[src/rtl/sw_ctrl_pkg.sv]
// Shared encodings for the push-switch front end: mode select and switch polarity.
package sw_ctrl_pkg;

    localparam logic SW_MODE_TOGGLE    = 1'b0;
    localparam logic SW_MODE_MOMENTARY = 1'b1;
    localparam logic SW_PRESSED        = 1'b0;
    localparam logic SW_RELEASED       = 1'b1;

endpackage

[src/rtl/sw_toggle_ctrl_if.sv]
// Switch/LED bundle between the board-side driver and sw_toggle_ctrl.
interface sw_toggle_ctrl_if #(
    parameter int NUM_CH = 4
);

    logic [NUM_CH-1:0] i_sw_n;
    logic [NUM_CH-1:0] i_mode;
    logic              i_clear;
    logic [NUM_CH-1:0] o_led;
    logic [NUM_CH-1:0] o_press_pulse;
    logic [NUM_CH-1:0] o_release_pulse;
    logic [NUM_CH-1:0] o_long_pulse;

    modport master (
        output i_sw_n, i_mode, i_clear,
        input  o_led, o_press_pulse, o_release_pulse, o_long_pulse
    );

    modport slave (
        input  i_sw_n, i_mode, i_clear,
        output o_led, o_press_pulse, o_release_pulse, o_long_pulse
    );

endinterface

[src/rtl/sw_debounce.sv]
// One switch channel: 2-flop sync, debounce counter, stable level and registered edge pulses.
// Stable level moves DEBOUNCE_CYCLES+1 edges after a new level is first sampled; pulses one edge later.
module sw_debounce
    import sw_ctrl_pkg::*;
#(
    parameter int DEBOUNCE_CYCLES = 270000
) (
    input  logic i_clk,
    input  logic i_rst,
    input  logic i_sw_n,
    output logic o_stable,
    output logic o_press_evt,
    output logic o_press_pulse,
    output logic o_release_pulse
);

    localparam int             CW       = $clog2(DEBOUNCE_CYCLES + 1);
    localparam logic [CW-1:0]  CNT_LAST = CW'(DEBOUNCE_CYCLES - 1);

    logic          sync1;
    logic          sync2;
    logic          stable;
    logic          stable_d;
    logic [CW-1:0] cnt;
    logic          release_evt;

    assign o_press_evt = (stable_d == SW_RELEASED) && (stable == SW_PRESSED);
    assign release_evt = (stable_d == SW_PRESSED) && (stable == SW_RELEASED);
    assign o_stable    = stable;

    // Everything resets to "released" so a switch held through reset is seen as a fresh press.
    always_ff @(posedge i_clk or posedge i_rst) begin
        if (i_rst) begin
            sync1           <= SW_RELEASED;
            sync2           <= SW_RELEASED;
            stable          <= SW_RELEASED;
            stable_d        <= SW_RELEASED;
            cnt             <= '0;
            o_press_pulse   <= 1'b0;
            o_release_pulse <= 1'b0;
        end else begin
            sync1    <= i_sw_n;
            sync2    <= sync1;
            stable_d <= stable;
            if (sync2 == stable) begin
                cnt <= '0;
            end else if (cnt == CNT_LAST) begin
                stable <= sync2;
                cnt    <= '0;
            end else begin
                cnt <= cnt + 1'b1;
            end
            o_press_pulse   <= o_press_evt;
            o_release_pulse <= release_evt;
        end
    end

endmodule

[src/rtl/sw_toggle_ctrl.sv]
// N-channel push-switch front end: debounced press/release pulses, per-channel TOGGLE/MOMENTARY LED.
// Optional long-press detection is built when SW_LONG_PRESS_EN is defined.
module sw_toggle_ctrl
    import sw_ctrl_pkg::*;
#(
    parameter int NUM_CH          = 4,
    parameter int DEBOUNCE_CYCLES = 270000,
    parameter int LONG_CYCLES     = 27000000
) (
    input  logic            i_clk,
    input  logic            i_rst,
    sw_toggle_ctrl_if.slave bus
);

    if (NUM_CH < 1 || DEBOUNCE_CYCLES < 1 || LONG_CYCLES < 2) begin : g_param_check
        $error("sw_toggle_ctrl: illegal parameter value");
    end

    logic [NUM_CH-1:0] stable;
    logic [NUM_CH-1:0] press_evt;
    logic [NUM_CH-1:0] toggle_q;
    logic [NUM_CH-1:0] toggle_d;
    logic [NUM_CH-1:0] led_d;
    logic [NUM_CH-1:0] led_q;

    for (genvar g = 0; g < NUM_CH; g++) begin : g_ch
        sw_debounce #(
            .DEBOUNCE_CYCLES (DEBOUNCE_CYCLES)
        ) u_debounce (
            .i_clk           (i_clk),
            .i_rst           (i_rst),
            .i_sw_n          (bus.i_sw_n[g]),
            .o_stable        (stable[g]),
            .o_press_evt     (press_evt[g]),
            .o_press_pulse   (bus.o_press_pulse[g]),
            .o_release_pulse (bus.o_release_pulse[g])
        );
    end

    // Toggle flips on the same edge the press pulse registers; clear has priority.
    always_comb begin
        toggle_d = toggle_q;
        led_d    = '0;
        for (int i = 0; i < NUM_CH; i++) begin
            if (bus.i_clear) begin
                toggle_d[i] = 1'b0;
            end else if (press_evt[i] && (bus.i_mode[i] == SW_MODE_TOGGLE)) begin
                toggle_d[i] = ~toggle_q[i];
            end
            led_d[i] = (bus.i_mode[i] == SW_MODE_TOGGLE) ? toggle_d[i]
                                                         : (stable[i] == SW_PRESSED);
        end
    end

    always_ff @(posedge i_clk or posedge i_rst) begin
        if (i_rst) begin
            toggle_q <= '0;
            led_q    <= '0;
        end else begin
            toggle_q <= toggle_d;
            led_q    <= led_d;
        end
    end

    assign bus.o_led = led_q;

`ifdef SW_LONG_PRESS_EN
    localparam int            LW        = $clog2(LONG_CYCLES + 1);
    localparam logic [LW-1:0] LONG_LAST = LW'(LONG_CYCLES - 1);
    localparam logic [LW-1:0] LONG_SAT  = LW'(LONG_CYCLES);

    logic [LW-1:0]     long_cnt [NUM_CH];
    logic [NUM_CH-1:0] long_q;

    // Counter parks at LONG_CYCLES so the pulse fires once per press.
    always_ff @(posedge i_clk or posedge i_rst) begin
        if (i_rst) begin
            for (int i = 0; i < NUM_CH; i++) begin
                long_cnt[i] <= '0;
            end
            long_q <= '0;
        end else begin
            for (int i = 0; i < NUM_CH; i++) begin
                long_q[i] <= 1'b0;
                if (press_evt[i]) begin
                    long_cnt[i] <= '0;
                end else if (stable[i] == SW_PRESSED) begin
                    if (long_cnt[i] == LONG_LAST) begin
                        long_q[i] <= 1'b1;
                    end
                    if (long_cnt[i] != LONG_SAT) begin
                        long_cnt[i] <= long_cnt[i] + 1'b1;
                    end
                end
            end
        end
    end

    assign bus.o_long_pulse = long_q;
`else
    assign bus.o_long_pulse = '0;
`endif

endmodule

[src/flat_wrapper.sv]
// flat-port wrapper written by rule: the top's interface ports become plain ports
module sw_toggle_ctrl_flat import sw_ctrl_pkg::*;
#(
    parameter int NUM_CH          = 4,
    parameter int DEBOUNCE_CYCLES = 270000,
    parameter int LONG_CYCLES     = 27000000
)
  (i_clk, i_rst, bus_i_sw_n, bus_i_mode, bus_i_clear, bus_o_led, bus_o_press_pulse, bus_o_release_pulse, bus_o_long_pulse);
  sw_toggle_ctrl_if #(.NUM_CH(NUM_CH)) bus_i ();
  input  logic i_clk;
  input  logic i_rst;
  input wire logic [$bits(bus_i.i_sw_n)-1:0] bus_i_sw_n;
  input wire logic [$bits(bus_i.i_mode)-1:0] bus_i_mode;
  input wire logic [$bits(bus_i.i_clear)-1:0] bus_i_clear;
  output wire logic [$bits(bus_i.o_led)-1:0] bus_o_led;
  output wire logic [$bits(bus_i.o_press_pulse)-1:0] bus_o_press_pulse;
  output wire logic [$bits(bus_i.o_release_pulse)-1:0] bus_o_release_pulse;
  output wire logic [$bits(bus_i.o_long_pulse)-1:0] bus_o_long_pulse;
  assign bus_i.i_sw_n = bus_i_sw_n;
  assign bus_i.i_mode = bus_i_mode;
  assign bus_i.i_clear = bus_i_clear;
  assign bus_o_led = bus_i.o_led;
  assign bus_o_press_pulse = bus_i.o_press_pulse;
  assign bus_o_release_pulse = bus_i.o_release_pulse;
  assign bus_o_long_pulse = bus_i.o_long_pulse;
  sw_toggle_ctrl #(.NUM_CH(NUM_CH), .DEBOUNCE_CYCLES(DEBOUNCE_CYCLES), .LONG_CYCLES(LONG_CYCLES)) u_core (.i_clk(i_clk), .i_rst(i_rst), .bus(bus_i));
endmodule
[config.mk]
export PLATFORM = sky130hd
export DESIGN_NAME = sw_toggle_ctrl_flat
export DESIGN_NICKNAME = d
export VERILOG_FILES = /design/src/rtl/sw_ctrl_pkg.sv /design/src/rtl/sw_toggle_ctrl_if.sv /design/src/rtl/sw_debounce.sv /design/src/rtl/sw_toggle_ctrl.sv /design/src/flat_wrapper.sv
export SDC_FILE = /design/constraint.sdc
export NUM_CORES = 1
export LEC_CHECK = 0
export ABC_AREA = 1
export BUFFER_PORTS_ARGS = -buffer_cell sky130_fd_sc_hd__buf_2
export CORE_ASPECT_RATIO = 1.75
export CORE_MARGIN = 5
export CORE_UTILIZATION = 25
export CTS_BUF_LIST = sky130_fd_sc_hd__clkbuf_4 sky130_fd_sc_hd__clkbuf_8
export CTS_CLUSTER_DIAMETER = 40
export DETAILED_ROUTE_END_ITERATION = 16
export PLACE_DENSITY_LB_ADDON = 0.25
export SYNTH_ARGS = -nofsm -noshare
export SYNTH_HDL_FRONTEND = slang
export SYNTH_SLANG_ARGS = --single-unit
[constraint.sdc]
create_clock -name i_clk -period 5.3 [get_ports i_clk]
set_input_delay 0.53 -clock i_clk [delete_from_list [all_inputs] [get_ports i_clk]]
set_output_delay 0.53 -clock i_clk [all_outputs]
set_load 0.03 [all_outputs]
* Word level (Yosys, flattened, before mapping) *
Index checks and enable logic that the tools add are counted.

cells by class
  equality and inequality tests = 8
  $add $sub $neg = 4
  reductions and logical operators = 16
  mux-type cells = 20
  bitwise logic cells = 20

operators by type and width
  cell                     number
  $mux W19                 8
  $add A19 B1 Y19 const B  4
  $eq A19 B19 Y1 const B   4
  $not A1 Y1               20
  $logic_and A1 B1 Y1      12
  $mux W1                  12
  $reduce_and A2 Y1        4
  $eq A1 B1 Y1             4

storage, ports and cells
  input bits = 11
  output and inout port bits = 16
  bits in registers = 108
  word-level logic and storage cells = 98

* Longest topological paths before layout *
Gate-level depths: netlist (run 1).

  depth in word-level cells = 6
  depth in mapped cells = 9
  mapped depth without buffers = 9

* Cells and area by module *
From an unflattened synthesis (run 1), not the netlist that was laid out.

unflattened totals
  cell total of the unflattened synthesis = 671
  area total of the unflattened synthesis = 5,426.5 um^2

modules (own cells, without submodules)
  module          area each (um^2)  instances  cells an instance
  sw_debounce     1,252.5           4          154
  sw_toggle_ctrl  416.6             1          55

* Worst setup path before layout (run 1) *
No wires, ideal clock.

  path kind = register -> register
  start point = register u_core.g_ch[0].u_debounce.cnt[0]
  end point = register u_core.g_ch[0].u_debounce.cnt[10]
  path slack = 4.014 ns
  period minus slack after synthesis = 1.286 ns
  cell stages (with the launch flop) = 8
  arrival = 1.215 ns
  setup time = 0.071 ns
  data required time = 5.229 ns
  path buffers = 1
  cell sequence = dfrtp_1 -> ha_1 -> nand3_1 -> nor2_1 -> nand3_1 -> nand2_1 -> buf_4 -> nor2_1

on the way
  longest elaborated chain between the ends = 3
  elaborated cells on any way between the ends = 4
  classes of those cells = 1 x add/sub; 1 x eq/ne; 2 x mux

RTL lines
  item                                               RTL line                              text
  start: declaration                                 sw_debounce.sv:24                     logic [CW-1:0] cnt;
  start signal: assignment                           sw_debounce.sv:51                     cnt <= cnt + 1'b1;
  $add A19 B1 Y19 or $eq A19 B19 Y1 (tied branches)  sw_debounce.sv:51, sw_debounce.sv:47
  $mux W19 (*)                                       sw_debounce.sv:47                     end else if (cnt == CNT_LAST) begin
  $mux W19 (*)                                       sw_debounce.sv:45                     if (sync2 == stable) begin

Every way passes the cells marked *; elsewhere a longest branch is shown, timed or not.
A chain may end at the register's enable or synchronous reset.

* Final worst setup path (run 1) *
Ends and elaborated chain as after synthesis.

==> run_results.csv, run 1 <==
group,metric,value,unit
sta,skew,23.86,ps
die,start_util,25.29,%
global_routing,grt_pass1_wl,19.84,mm
setup_path,cp.required,5550,ps
synthesis,synth_area_per_cell,8.370,µm²
setup_path,crit_type,"reg -> reg",
die,die_h,204.7,µm
sta,finalSetupViolations,0,
global_routing,grt_busiest_layer,"met2",
routing,wl_per_cell,11.93,µm
global_routing,antenna_found_initial,0,
clock_network,clkTransAtPathRegs,110,ps
routing,finalWirelength,11.55,mm
global_routing,track_usage,10.06,%
global_routing,grt-ovfl-total,0,
synthesis,synth_top_area_cell,"dfrtp_1",
setup_path,worstRegToRegCells,6,
sta,tightest_slew,836.7,ps
synthesis,syn-cell-area,5415,µm²
routing,drt-initial-drc-count,117,
sta,final.min_clock_period,1625,ps
finish,diodes,0,
synthesis,postSynthCellCount,647,
global_routing,grt_max_degree,66,
setup_path,critical_path.endpoint,"u_core.g_ch[0].u_debounce.cnt[10]$_DFF_PP0_",
placed_design,post-place-cells,952,
finish,layout-drive-gt1-share,14.79,%
clock_network,clk_latency,380,ps
die,ios,27,
run_status,status,"finished, final reports clean",
sta,slew_viol_final,0,
die,die_w,121.3,µm
global_routing,grt_pass1_vias,4098,
power_and_ir_drop,power,1458,µW
sta,fin_tns_setup,0,ps
sta,rsz0062_at_grt,"no",
power_and_ir_drop,p_leak,0.002625,µW
worst_hold_path,min_path_type,"in -> reg",
routing,vias,3940,
sta,max_freq,615.3,MHz
global_routing,grt_use_met1,10.80,%
die,core_area,21410,µm²
power_and_ir_drop,ir_worst_vdd,0.1188,mV
clock_network,cts_hold_buf,0,
global_routing,met2_usage,19.08,%
setup_path,critPathCaptureType,"flip-flop",
placed_design,dp_hpwl,8.577,mm
setup_path,cp-start-kind,"flip-flop",
routing,antenna_left,0,
synthesis,synth_area_leaders,"dfrtp_1 43%, nor2_1 11%, nand2_1 8.2%",
clock_network,htree_levels,3,
synthesis,synth_cell_types,28,
setup_path,crit_arrival,1870,ps
sta,hold_viol_final,0,
synthesis,yosys_register_bits,108,
synthesis,ys_seq_area_share,50.28,%
finish,finalNonFillerCells,968,
routing,dr.pass1.iters,5,
setup_path,r2r-start,"u_core.g_ch[0].u_debounce.cnt[0]$_DFF_PP0_",
routing,route.detailed.drc,0,
die,num_rows,71,
sta,slew-limit-headroom,44.22,%
clock_network,clockRootBuffer,"clkbuf_8",
sta,fin_crit_sh,30.67,%
synthesis,netlist.area_leader.share,42.51,%
finish,area_growth,11.30,%
global_routing,met3_usage,1.436,%
clock_network,clock_sinks,108,
power_and_ir_drop,p_per_area,241.8,nW/µm²
placed_design,io_buffers,22,
routing,vias_per_cell,4.070,
die,dieArea,24820,µm²
placed_design,gp_congestion,0.7874,
clock_network,cts_tree,"built",
setup_path,crit_path_start,"u_core.g_ch[0].u_debounce.cnt[0]$_DFF_PP0_",
clock_network,clk_path_buf_depth,2,
setup_path,rrSetupSlack,3670,ps
synthesis,synth_warnings,0,
clock_network,cts_resized,0,
clock_network,cts_buffers,9,
finish,nets,686,
setup_path,rr_endpoint,"u_core.g_ch[0].u_debounce.cnt[10]$_DFF_PP0_",
clock_network,postCtsSetupRepairBufs,0,
setup_path,crit_fanout,11,
flow_run,max_cap_violations,0,
-- power by group --
part / internal [µW] / leakage [µW] / switching, µW
registers: 838 / 0.00143 / 8.26
logic: 14.2 / 0.00108 / 47.2
clock network: 246 / 0.000110 / 304
-- worst max-delay path: stages (launching register included) --
cell and delay, ps:
dfrtp_1 380, ha_1 200, nand3_1 170, nor2_1 140, nand3_1 150, nand2_1 370
nor2_1 100
-- per-layer routing --
| metal | vias to the layer above | share of wire (%) | wire, µm |
|---|---|---|---|
| met1 | 1870 | 40 | 4606 |
| li1 | 2018 | - | - |
| met4 | 0 | 1.9 | 222 |
| met3 | 9 | 2.1 | 245 |
| met5 | - | 0 | 0 |
| met2 | 43 | 56 | 6476 |
-- worst min-delay path by stage --
stage | depth (start not counted) | startpoint | end | slack [ps]
after floorplan | 0 | u_core.g_ch[0].u_debounce.sync1$_DFF_PP1_ | u_core.g_ch[0].u_debounce.sync2$_DFF_PP1_ | 350
after global placement | 0 | u_core.g_ch[2].u_debounce.sync1$_DFF_PP1_ | u_core.g_ch[2].u_debounce.sync2$_DFF_PP1_ | 350
after detailed placement | 0 | u_core.g_ch[3].u_debounce.sync1$_DFF_PP1_ | u_core.g_ch[3].u_debounce.sync2$_DFF_PP1_ | 350
after CTS | 1 | bus_i_sw_n[1] | u_core.g_ch[1].u_debounce.sync1$_DFF_PP1_ | 210
after global routing | 1 | bus_i_sw_n[1] | u_core.g_ch[1].u_debounce.sync1$_DFF_PP1_ | 210
final | 1 | bus_i_sw_n[1] | u_core.g_ch[1].u_debounce.sync1$_DFF_PP1_ | 240
-- layout make-up --
type                       count  area (µm²)
multi-input combinational    453        2321
timing repair buffer          23       117.6
clock buffer                  11       145.1
fill                        2271       15380
tap                          292       365.4
clock inverter                 5       67.56
inverter                      76       287.8
sequential                   108        2723
-- through the flow --
step | setup slack (ps) | area, µm² | hold slack, ps | utilization (%)
after floorplan | 1951 | 5426 | 345.2 | -
after global placement | 3386 | 5814 | 345.6 | 27.16
after detailed placement | 3375 | 5814 | 346.8 | 27.16
after CTS | 3632 | 6027 | 209.4 | 28.15
after global routing | 3476 | 6027 | 213.9 | 28.15
final | 3675 | 6027 | 242.5 | 28.15
-- sequential cells by signal (all words and copies together) (netlist names) --
register	count
u_core.g_ch.u_debounce.cnt	76
u_core.bus.o_led	4
u_core.g_ch.u_debounce.o_press_pulse	4
u_core.g_ch.u_debounce.o_release_pulse	4
u_core.g_ch.u_debounce.o_stable	4
u_core.g_ch.u_debounce.stable_d	4
u_core.g_ch.u_debounce.sync1	4
u_core.g_ch.u_debounce.sync2	4
u_core.toggle_q	4
-- cells in the mapped netlist --
cell type  count
nand3_1       42
nand2_1      118
nand4_1       12
dfrtp_1       92
inv_2          3
nor2_2        15
ha_1           4
xor2_2         3
o21ai_0       10
o21ai_1        3
nor2_4         6
nand3b_1       3
o21bai_1       1
a21oi_1        6
buf_4         13
nor3b_2        3
nand2_2        8
nor3_1         4
nor3b_1        5
and2_1         1
dfstp_2       16
nand3_2        3
inv_1         73
xor2_1        26
xnor2_1       20
conb_1         1
nand2_4        3
nor2_1       153
-- placed cells by master (no fill, tap or decap), types with 12 or more instances in the layout --
master   count
xnor2_1     20
buf_2       22
nand2_1    118
inv_1       72
nor2_2      15
dfstp_2     16
nand4_1     12
nor2_1     153
dfrtp_1     92
xor2_1      26
nand3_1     42
-- logic make-up after synthesis --
kind of cell	count (synthesis)	share of synthesized area, %
simple gates	376	31.42
fa+ha+maj	4	0.9243
buf+inv	89	7.070
flops	108	50.28
compound gates	20	1.895
xor+xnor	49	8.341
other cells	1	0.06925
No activity file was read; power rests on OpenSTA's default activity.
==> inputs of run 2 (changes only) <==
Clock period 5.3 ns to 1.5 ns, I/O delays scaled along.
==> run 2 against run 1 <==
Wire length up 2.0%. Utilization up 1.2 points. Sequential share of layout area is 1.8 points lower. Combinational power rose to 4.1 times the previous value. Via count is 2.1% higher. Sequential power rose to 3.5 times the previous value. Critical path type unchanged. Largest power group unchanged.
==> run_results.csv, run 2 (same netlist as run 1, synthesis figures left out) <==
group,metric,value,unit
run_status,status,"finished, final reports clean",
sta,skew,7.799,ps
clock_network,cts_tree,"built",
global_routing,grt_max_degree,72,
power_and_ir_drop,p_switching,1265,µW
finish,largest_register_ffs,76,
finish,layout-drive-gt1-share,18.14,%
finish,multiInputGateArea,2389,µm²
sta,worst_slack,140.3,ps
clock_network,clk_latency,380,ps
routing,antenna_left,0,
power_and_ir_drop,p_comb_share,5.0,%
finish,diodes,0,
flow_run,max_cap_violations,0,
placed_design,post-place-cells,969,
placed_design,io_buffers,22,
power_and_ir_drop,p_clk_share,34.8,%
routing,vias_per_cell,4.055,
setup_path,crit_type,"reg -> reg",
finish,final_core_util,29.30,%
finish,finalNonFillerCells,992,
routing,wl_per_cell,11.88,µm
finish,nets,710,
power_and_ir_drop,ir_worst_vdd,0.4637,mV
sta,hold_viol_final,0,
routing,route.detailed.drc,0,
routing,dr.pass1.iters,6,
die,die_h,204.7,µm
clock_network,clockRootBuffer,"clkbuf_8",
routing,finalWirelength,11.78,mm
placed_design,dp_slack,122.2,ps
global_routing,track_usage,9.968,%
power_and_ir_drop,p_per_area,792.3,nW/µm²
finish,seq_area,2723,µm²
sta,max_freq,735.5,MHz
global_routing,antenna_found_initial,0,
clock_network,htree_levels,3,
power_and_ir_drop,p_int,3705,µW
global_routing,grt-ovfl-total,0,
sta,fin_crit_sh,90.65,%
placed_design,dp_hpwl,8.801,mm
clock_network,clock_sinks,108,
global_routing,grt_pass1_vias,4217,
die,ios,27,
sta,slew_viol_final,0,
clock_network,clkTransAtPathRegs,110,ps
die,core_area,21410,µm²
finish,final_common_cell,"nor2_1",
setup_path,crit_fanout,4,
placed_design,gp_congestion,0.8207,
finish,top_register,"u_core.g_ch.u_debounce.cnt",
setup_path,critPathCaptureType,"flip-flop",
die,dieArea,24820,µm²
setup_path,cp-start-kind,"flip-flop",
power_and_ir_drop,p_seq_share,60.2,%
clock_network,clk_path_buf_depth,2,
power_and_ir_drop,p_sw_share,25.45,%
routing,drt-initial-drc-count,130,
routing,vias,4023,
setup_path,rrSetupSlack,140,ps
finish,fillers,2314,
power_and_ir_drop,p_leak,0.002772,µW
die,num_rows,71,
global_routing,grt_pass1_wl,19.62,mm
finish,area_growth,15.85,%
sta,final.min_clock_period,1360,ps
setup_path,crit_arrival,1640,ps
die,start_util,25.29,%
finish,mostFrequentLayoutCells,"153 x nor2_1, 118 x nand2_1, 92 x dfrtp_1",
die,die_w,121.3,µm
sta,finalSetupViolations,0,
setup_path,cp.required,1780,ps
worst_hold_path,min_path_type,"in -> reg",
clock_network,cts_buffers,9,
## run 2: cell count changes in the layout (fill, tap and decap cells not counted), moves of 4 or more
cell,delta
dlygate4sd3_1,+5
nor2_4,+4
nor2_2,-4
buf_4,+18
## run 2: worst paths after layout
kind	endpoint	depth (start not counted)	start
setup / recovery	u_core.g_ch[3].u_debounce.cnt[18]$_DFF_PP0_	8	u_core.g_ch[3].u_debounce.cnt[0]$_DFF_PP0_
hold / removal	u_core.bus.o_led[3]$_DFF_PP0_	4	bus_i_mode[3]
setup reg to reg	u_core.g_ch[3].u_debounce.cnt[18]$_DFF_PP0_	8	u_core.g_ch[3].u_debounce.cnt[0]$_DFF_PP0_
hold reg to reg	u_core.g_ch[3].u_debounce.sync2$_DFF_PP1_	0	u_core.g_ch[3].u_debounce.sync1$_DFF_PP1_
max in group asynchronous	u_core.g_ch[1].u_debounce.sync1$_DFF_PP1_	4	i_rst
min in group asynchronous	u_core.g_ch[3].u_debounce.o_release_pulse$_DFF_PP0_	3	i_rst
## run 2: metal layers
layer / wire length (µm) / part of all wire, % / GRT usage (%) / vias up
met1: 4615 / 39 / 10.47 / 1875
met3: 251 / 2.1 / 1.160 / 23
met4: 404 / 3.4 / 5.449 / 0
met5: 0 / 0 / 0 / -
li1: - / - / - / 2076
met2: 6510 / 55 / 18.94 / 49
## run 2: power by group through the flow
| stage | registers, µW | clock network [µW] | logic [µW] |
|---|---|---|---|
| after floorplan | 3050 | 0 | 151 |
| after global routing | 3000 | 1920 | 290 |
| after global placement | 3050 | 0 | 242 |
| final | 2990 | 1730 | 251 |
| after CTS | 2990 | 1830 | 253 |
| after detailed placement | 3050 | 0 | 241 |
## run 2: final cells by class
class                      count  share of cell area (%)
sequential                   108                   43.40
multi-input combinational    453                   38.07
tap                          292                   5.824
timing repair buffer          47                   5.146
inverter                      76                   4.607
clock buffer                  10                   2.194
clock inverter                 6                  0.7579
## run 2: what timing repair did
| item | CTS | global route |
|---|---|---|
| hold endpoints to repair | 84 | 0 |
| resized for setup | 0 | 15 |
| hold buffers | 5 | 0 |
| buffers inserted | 0 | 2 |
| endpoints found under the setup margin | 0 | 21 |
## run 2: critical path: stages (launching register included)
cell and delay [ps]:
dfrtp_1 390, ha_2 200, nand2_1 120, nor2_4 140, nand2_4 100, nor2_4 120, nand3_1 80, nand3_1 70
nor2_1 40
## run 2: per-stage QoR
step	power, µW	TNS [ps]	cell area [µm²]	hold WS (ps)
6_report	4971	0	6274	43.55
5_1_grt	5214	-3.255	6274	37.72
4_1_cts	5076	0	6191	17.00
3_5_place_dp	3288	0	5956	59.02
3_3_place_gp	3289	0	5956	57.54
2_1_floorplan	3202	0	5430	154.5
